<file path="config.mk">
export PLATFORM = sky130hd
export DESIGN_NAME = multi_lane_fifo
export DESIGN_NICKNAME = d
export VERILOG_FILES = /design/src/rtl/fifo_pkg.sv /design/src/rtl/multi_lane_fifo_mem.sv /design/src/rtl/multi_lane_fifo.sv
export SDC_FILE = /design/constraint.sdc
export NUM_CORES = 1
export LEC_CHECK = 0
export BUFFER_PORTS_ARGS = -buffer_cell sky130_fd_sc_hd__buf_2
export CAP_MARGIN = 5
export CORE_MARGIN = 2
export CORE_UTILIZATION = 55
export CTS_BUF_LIST = sky130_fd_sc_hd__clkbuf_16
export CTS_CLUSTER_SIZE = 25
export DETAILED_ROUTE_END_ITERATION = 10
export GPL_TIMING_DRIVEN = 0
export HOLD_SLACK_MARGIN = 0.12
export PLACE_DENSITY = 0.78
export SLEW_MARGIN = 10
export SYNTH_ARGS = -nofsm -noshare
export SYNTH_HDL_FRONTEND = slang
export SYNTH_SLANG_ARGS = --single-unit
</file>
<file path="constraint.sdc">
create_clock -name clk -period 4.2 [get_ports clk]
set_input_delay 0.42 -clock clk [delete_from_list [all_inputs] [get_ports clk]]
set_output_delay 0.42 -clock clk [all_outputs]
set_load 0.02 [all_outputs]
</file>
<file path="src/rtl/fifo_pkg.sv">
// Shared helpers for multi_lane_fifo: modular pointer advance, count width and transfer-count type.
package fifo_pkg;

  localparam int unsigned XFER_W = 8;

  typedef logic [XFER_W-1:0] xfer_t;

  function automatic int unsigned cnt_w(input int unsigned size);
    return $clog2(size + 1);
  endfunction

  // One conditional subtract is enough because inc never exceeds size.
  function automatic int unsigned ptr_add(input int unsigned ptr, input int unsigned inc,
                                          input int unsigned size);
    int unsigned sum;
    sum = ptr + inc;
    return (sum >= size) ? sum - size : sum;
  endfunction

endpackage

</file>
<file path="src/rtl/multi_lane_fifo_mem.sv">
// Register-array storage: PAR_WRITE indexed write ports, PAR_READ combinational read ports.
module multi_lane_fifo_mem
  import fifo_pkg::*;
#(
  parameter int unsigned DATA_WIDTH = 8,
  parameter int unsigned SIZE       = 16,
  parameter int unsigned PAR_WRITE  = 1,
  parameter int unsigned PAR_READ   = 1,
  parameter int unsigned PTR_W      = 4
) (
  input  logic                                 clk,
  input  logic [PAR_WRITE-1:0]                 i_wr_en,
  input  logic [PTR_W-1:0]                     i_wptr,
  input  logic [PAR_WRITE-1:0][DATA_WIDTH-1:0] i_wr_data,
  input  logic [PTR_W-1:0]                     i_rptr,
  output logic [PAR_READ-1:0][DATA_WIDTH-1:0]  o_rd_data
);

  logic [DATA_WIDTH-1:0] r_mem [SIZE];

  always_ff @(posedge clk) begin
    for (int unsigned i = 0; i < PAR_WRITE; i++) begin
      if (i_wr_en[i]) r_mem[PTR_W'(ptr_add(32'(i_wptr), i, SIZE))] <= i_wr_data[i];
    end
  end

  always_comb begin
    o_rd_data = '0;
    for (int unsigned i = 0; i < PAR_READ; i++) begin
      o_rd_data[i] = r_mem[PTR_W'(ptr_add(32'(i_rptr), i, SIZE))];
    end
  end

endmodule

</file>
<file path="src/rtl/multi_lane_fifo.sv">
// Multi-lane FWFT FIFO with variable per-cycle lane counts on both sides.
// Optional almost_full/almost_empty outputs enabled by FIFO_ALMOST_FLAGS_EN.
module multi_lane_fifo
  import fifo_pkg::*;
#(
  parameter int unsigned DATA_WIDTH = 8,
  parameter int unsigned SIZE       = 16,
  parameter int unsigned PAR_WRITE  = 1,
  parameter int unsigned PAR_READ   = 1
`ifdef FIFO_ALMOST_FLAGS_EN
  ,
  parameter int unsigned AF_THRESH  = SIZE - 1,
  parameter int unsigned AE_THRESH  = 1
`endif
) (
  input  logic                                 clk,
  input  logic                                 rst,
  input  logic [PAR_WRITE-1:0][DATA_WIDTH-1:0] wr_data,
  input  logic [$clog2(PAR_WRITE+1)-1:0]       wr_num,
  input  logic                                 wr_valid,
  output logic                                 wr_ready,
  output logic [PAR_READ-1:0][DATA_WIDTH-1:0]  rd_data,
  input  logic [$clog2(PAR_READ+1)-1:0]        rd_num,
  input  logic                                 rd_ready,
  output logic                                 rd_valid,
  output logic [$clog2(SIZE+1)-1:0]            count,
  output logic                                 full,
  output logic                                 empty
`ifdef FIFO_ALMOST_FLAGS_EN
  ,
  output logic                                 almost_full,
  output logic                                 almost_empty
`endif
);

  localparam int unsigned CNT_W = cnt_w(SIZE);
  localparam int unsigned PTR_W = (SIZE > 1) ? $clog2(SIZE) : 1;

  logic [PTR_W-1:0]     r_wptr;
  logic [PTR_W-1:0]     r_rptr;
  logic [CNT_W-1:0]     r_count;
  logic [CNT_W-1:0]     w_free;
  logic                 w_wr_legal;
  logic                 w_rd_legal;
  logic                 w_push;
  logic                 w_pop;
  xfer_t                w_push_n;
  xfer_t                w_pop_n;
  logic [PAR_WRITE-1:0] w_wr_en;

  // Handshakes use only pre-edge state so push and pop never depend on each other.
  assign w_free     = CNT_W'(SIZE) - r_count;
  assign w_wr_legal = 32'(wr_num) <= PAR_WRITE;
  assign w_rd_legal = 32'(rd_num) <= PAR_READ;
  assign wr_ready   = w_wr_legal && (32'(w_free) >= 32'(wr_num));
  assign rd_valid   = w_rd_legal && (32'(r_count) >= 32'(rd_num));
  assign w_push     = wr_valid && wr_ready;
  assign w_pop      = rd_ready && rd_valid;
  assign w_push_n   = w_push ? XFER_W'(wr_num) : '0;
  assign w_pop_n    = w_pop ? XFER_W'(rd_num) : '0;

  always_comb begin
    w_wr_en = '0;
    for (int unsigned i = 0; i < PAR_WRITE; i++) begin
      w_wr_en[i] = w_push && (i < 32'(wr_num));
    end
  end

  always_ff @(posedge clk or negedge rst) begin
    if (!rst) begin
      r_wptr  <= '0;
      r_rptr  <= '0;
      r_count <= '0;
    end else begin
      if (w_push) r_wptr <= PTR_W'(ptr_add(32'(r_wptr), 32'(w_push_n), SIZE));
      if (w_pop)  r_rptr <= PTR_W'(ptr_add(32'(r_rptr), 32'(w_pop_n), SIZE));
      r_count <= CNT_W'(32'(r_count) + 32'(w_push_n) - 32'(w_pop_n));
    end
  end

  multi_lane_fifo_mem #(
    .DATA_WIDTH (DATA_WIDTH),
    .SIZE       (SIZE),
    .PAR_WRITE  (PAR_WRITE),
    .PAR_READ   (PAR_READ),
    .PTR_W      (PTR_W)
  ) u_mem (
    .clk       (clk),
    .i_wr_en   (w_wr_en),
    .i_wptr    (r_wptr),
    .i_wr_data (wr_data),
    .i_rptr    (r_rptr),
    .o_rd_data (rd_data)
  );

  assign count = r_count;
  assign full  = (r_count == CNT_W'(SIZE));
  assign empty = (r_count == '0);

`ifdef FIFO_ALMOST_FLAGS_EN
  assign almost_full  = 32'(r_count) >= AF_THRESH;
  assign almost_empty = 32'(r_count) <= AE_THRESH;
`endif

endmodule
</file>
; Word level (Yosys, flattened, before mapping)
; Memory sizes are Yosys's and may differ from the RTL's.
; Index checks and enable logic that the tools add are counted.
[op_classes]
mul = 0
div = 0
n_addsub = 9
n_eq_ne = 1
order_cmp = 7
bitwise_logic = 0
n_shift = 0
n_mux = 8
reduce_logical = 4
[op_table]
columns = op, n
row1 = $mux 4, 4
row2 = $sub 4x1->4 const B, 4
row3 = $add 4x1->5, 2
row4 = $ge 4x5->1 const B, 2
row5 = $ge 5x1->1, 2
row6 = $ge 5x5->1 const B, 2
row7 = $add 5x1->5, 1
row8 = $eq 5x5->1 const B, 1
row9 = $logic_not 5->1, 1
row10 = $sub 5x1->5, 1
row11 = $sub 5x5->5 const A, 1
row12 = $mux 1, 4
row13 = $logic_and 1x1->1, 3
row14 = $lt 1x1->1 const A, 1
[word_totals]
wordCells = 33
latchBits = 0
out_inout_bits = 17
rom_bits = 0
n_memories = 1
ramBits = 128
register_bits = 13
[mem_list]
columns = name, depth, width, rd, rd_clocked_by_memory_dff, write_ports, line_no
row1 = u_mem.r_mem, 16, 8, 1, 0, 1, multi_lane_fifo_mem.sv:19  ; logic [DATA_WIDTH-1:0] r_mem [SIZE];

; Depth between registers and ports, before layout
[logic_depth]
word_depth = 7
mapped_depth = 15

; Cells and area by module
; From an unflattened synthesis, not the netlist that was laid out.
[unflattened]
hier_cells = 303
hier_area_um2 = 5908.2
[by_module_without_submodules]
columns = mod, cells_each, area_each_um2, n_inst
row1 = multi_lane_fifo_mem, 221, 4987.3, 1
row2 = multi_lane_fifo, 82, 920.9, 1

; Least setup slack after synthesis
; OpenSTA, ideal clock, no wires.
[synth_timing]
path_kind = register to register
from = reg r_count[2] (netlist: count[2])
to = reg r_count[4] (netlist: count[4])
t_required_ns = 4.077
arrival_ns = 3.075
setup_time_ns = 0.123
period_less_slack_ns = 3.198
path_slack_ns = 1.002
path_stages_with_launch = 16
path_cell_list = dfrtp_1 -> inv_1 -> ha_1 -> and2_1 -> ha_1 -> nor4bb_1 -> nand2_1 -> nor2_2 -> or2_2 -> ha_1 -> inv_1 -> ha_1 -> fa_1 -> a21oi_1 -> o21bai_1 -> xnor2_1
[synth_via]
elab_chain_len = 6
elab_cells_between_ends = 9
[synth_lines]
columns = element, line_no
row1 = "start, declared", multi_lane_fifo.sv:41  ; logic [CNT_W-1:0] r_count;
row2 = "start signal, assigned", multi_lane_fifo.sv:77  ; r_count <= CNT_W'(32'(r_count) + 32'(w_push_n) - 32'(w_pop_n));
row3 = $sub 5x5->5, multi_lane_fifo.sv:52  ; assign w_free = CNT_W'(SIZE) - r_count;
row4 = $ge 5x1->1, multi_lane_fifo.sv:55  ; assign wr_ready = w_wr_legal && (32'(w_free) >= 32'(wr_num));
row5 = $logic_and 1x1->1, multi_lane_fifo.sv:57  ; assign w_push = wr_valid && wr_ready;
row6 = $mux 1, multi_lane_fifo.sv:59  ; assign w_push_n = w_push ? XFER_W'(wr_num) : '0;
row7 = $add 5x1->5, multi_lane_fifo.sv:77
row8 = $sub 5x1->5 (*), multi_lane_fifo.sv:77
; Every way passes the cells marked *; elsewhere a longest branch is shown, timed or not.
; A chain may end at the register's enable or synchronous reset.

; Worst setup path after layout
; Ends and elaborated chain as after synthesis.

==> run summary <==
status = finished, final reports clean
most used routing layer = met2
number of CTS-inserted buffers = 17
largest net degree at the start of global routing = 17
Synth area leaders = edfxtp_1 65%, mux4_1 8.4%, dfrtp_1 5.5%, mux4_2 4.9%, ha_1 4.0%
I/O Pins = 31
post-synth top area share = 0.6466
1st-iter DRT viols = 368
Worst Tran Pin Value = 1.175 ns
Pre-antenna DRT Iters = 4
post-CTS resize count = 0
remaining global-route overflow = 0
Post-synth top flop = edfxtp_1
DRT Wirelength = 12.17 mm
CTS Hold Bufs = 1
Clock power frac = 0.307
slowest cell on the critical path = nor2_2
leakage power = 2.489 nW
clock-pin slew on the worst setup and hold paths = 0.06 ns
Via density = 6.012
Seq pwr share = 0.371
clk_lat worst skew = 0.41 ns
setup_tns = 0 ns
Post-synth EDFFs = 128
WP data arrival = 3.87 ns
fin. max-slew vios = 0
placed cell areas = 0.006352 sq mm
cell chain of the critical path = inv_1 > ha_1 > and2_1 > ha_1 > nor4bb_1 > nand2_1 > nor2_2 > or2_2 > ha_1 > inv_1 > ha_1 > fa_1 > a21oi_1 > o21bai_1 > xnor2_1
worst min path class = input port to register
Starting Density = 0.5707
nets@finish = 397
CP peak stage delay = 0.48 ns
# Max-Cap Violations = 0
final worst slack = 0.6229 ns
num rows = 37
async set or reset register ratio after synthesis = 0.09220
Startpoint Class = register
Rel. slew slack = 0.2106
commonest cells in the netlist = 128 x edfxtp_1, 19 x ha_1, 19 x mux4_1, 16 x a22oi_1
Worst Setup Path Type = register to register
Post-CTS Setup Repair Bufs = 0
Die ar. = 0.01166 sq mm
Die Ht = 108.0 microns
critical path's most frequent cell = ha_1
Antenna Cells = 0
Place WS = 0.6675 ns
post-layout minimum cycle time = 3.577 ns
Final Hold Viols = 0
Max Clock Freq = 0.2796 GHz
Total GRT Usage = 0.2336
Syn Area/Cell = 19.30 sq um
first-pass GRT wire length = 18.89 mm
count leader, synth = edfxtp_1
grt met1 use = 0.3115
Hold Slack = 0.3507 ns
Final Cell Area = 0.006967 sq mm
sw frac = 0.3322
Max Buffers Root-to-Sink = 2
synthesized cell area = 0.005944 sq mm
Tcrit/Tclk final = 0.8517
Die Wd = 108.0 microns
Yosys reg bits = 141
Max VDD drop = 0.0003795 V
Wirelength per Cell = 23.77 microns
gpl congestion = 0.7631
Port Buffers = 30
Req. time, crit path = 4.49 ns
HPWL after DPL = 7.823 mm
sw power = 1.569 mW
unrepaired setup endpoints after global routing = false
met2 Usage GRT = 0.3832
Critical Path Fanout Max = 10
CTS tree = done
Core Region = 0.01042 sq mm
H-Tree Depth = 4
met3 Resource Use GR = 0.05606
crit end category = register
Internal = 3.154 mW
cell count after synthesis = 308
initial antenna violation count = 0
number of fill cells = 676
Remaining DRCs = 0
Comb power frac = 0.322
skew final = 0.007159 ns
Vias = 3,078
area leader, netlist = edfxtp_1
syn_nets = 342
Clock Sinks = 141
Power Density = 677.9 mW/mm^2
Seq/Total Area, Yosys = 0.7013
vias in the first global route = 3,199
share of layout cells above drive strength 1 = 0.2952
final setup fails = 0
Root Buffer = clkbuf_16
Ys Warns = 0
Area Overhead vs Synth = 17.20%
synth unique cells = 39
post-route antenna net violation count = 0
==> final cells by class <==
type / instances / area, sq um / area share
Inverter: 10 / 37.54 / 0.005388
Multi-Input combinational cell: 144 / 1712 / 0.2457
Buffer: 13 / 101.3 / 0.01455
Clock inverter: 15 / 153.9 / 0.02209
Tap cell: 136 / 170.2 / 0.02443
Clock buffer: 17 / 425.4 / 0.06106
Sequential cell: 141 / 4169 / 0.5984
Timing Repair Buffer: 36 / 197.7 / 0.02838
==> layout by cell type (no fill, tap or decap), types with 3 or more instances in the layout <==
cell             netlist  final
edfxtp_1             128    128
buf_2                  3     33
mux4_1                19     19
ha_1                  19     19
clkbuf_16              0     17
a22oi_1               16     16
nand2_1               13     13
mux4_2                13     13
dfrtp_1               13     13
inv_1                 10     10
nor3_2                 0     10
xnor2_1                7      7
buf_4                  2      7
nor2_1                 6      6
clkinv_4               0      5
nor4_2                 0      4
mux2_2                 4      4
inv_8                  0      4
nand2b_1               3      3
buf_6                  3      3
clkdlybuf4s25_2        3      3
o21ai_0                3      3
inv_6                  0      3
==> sequential cells by signal (all words and copies together), names as in the netlist <==
| name | count |
|---|---|
| u_mem.r_mem | 128 |
| r_rptr | 4 |
| r_wptr | 4 |
| count | 5 |
==> power groups by stage <==
stage	clock network, mW	registers [mW]	logic, mW
after global placement	0	1.77	1.44
after detailed placement	0	1.78	1.50
after CTS	1.47	1.75	1.53
final	1.45	1.75	1.52
after global routing	1.53	1.77	1.65
after floorplan	0	1.78	1.04
==> path summary, 6_finish.rpt <==
check                           slack [ns]                   from                    end  depth (start not counted)
worst max register to register        0.62     count[2]$_DFF_PN0_     count[4]$_DFF_PN0_                         15
max in group asynchronous             3.53                    rst  r_rptr[3]$_DFFE_PN0N_                          2
worst min register to register        0.54  r_wptr[3]$_DFFE_PN0N_  r_wptr[3]$_DFFE_PN0N_                          1
min in group asynchronous             0.43                    rst     count[1]$_DFF_PN0_                          2
worst max-delay path                  0.62     count[2]$_DFF_PN0_     count[4]$_DFF_PN0_                         15
worst min-delay path                  0.35               rd_ready  r_rptr[2]$_DFFE_PN0N_                          3
==> through the flow <==
step | std cells | util | total power, mW
after floorplan | 308 | - | 2.824
after global placement | 474 | 0.6014 | 3.206
after global routing | 512 | 0.6688 | 4.948
after CTS | 512 | 0.6664 | 4.746
final | 512 | 0.6688 | 4.723
after detailed placement | 479 | 0.6099 | 3.282
==> kinds of logic (layout without fill, tap and decap cells) <==
family	after synthesis	after routing	share of synthesized area
and+or+nand+nor	52	52	0.04589
DFF	141	141	0.7013
muxes	36	36	0.1408
buffers and inverters	23	91	0.02336
adders and majority gates	20	20	0.04336
AOI/OAI and AO/OA	27	27	0.03199
xor gates and xnor gates	9	9	0.01326
==> worst max-delay path: cells and delay by family (launching register included) <==
kind / cells / cell delay, ns
adder cells (fa/ha/maj): 5 / 1.25
AO/OA/AOI/OAI: 2 / 0.28
AND/OR/NAND/NOR: 5 / 1.25
flip-flops: 1 / 0.41
buffers and inverters: 2 / 0.15
XOR/XNOR: 1 / 0.13
==> routing by layer <==
metal / share of wire / vias up
met4: 0.010 / 0
met3: 0.059 / 8
met5: 0 / -
li1: - / 1379
met1: 0.40 / 1600
met2: 0.53 / 91
Note: power is estimated with default switching activity, not from simulation.
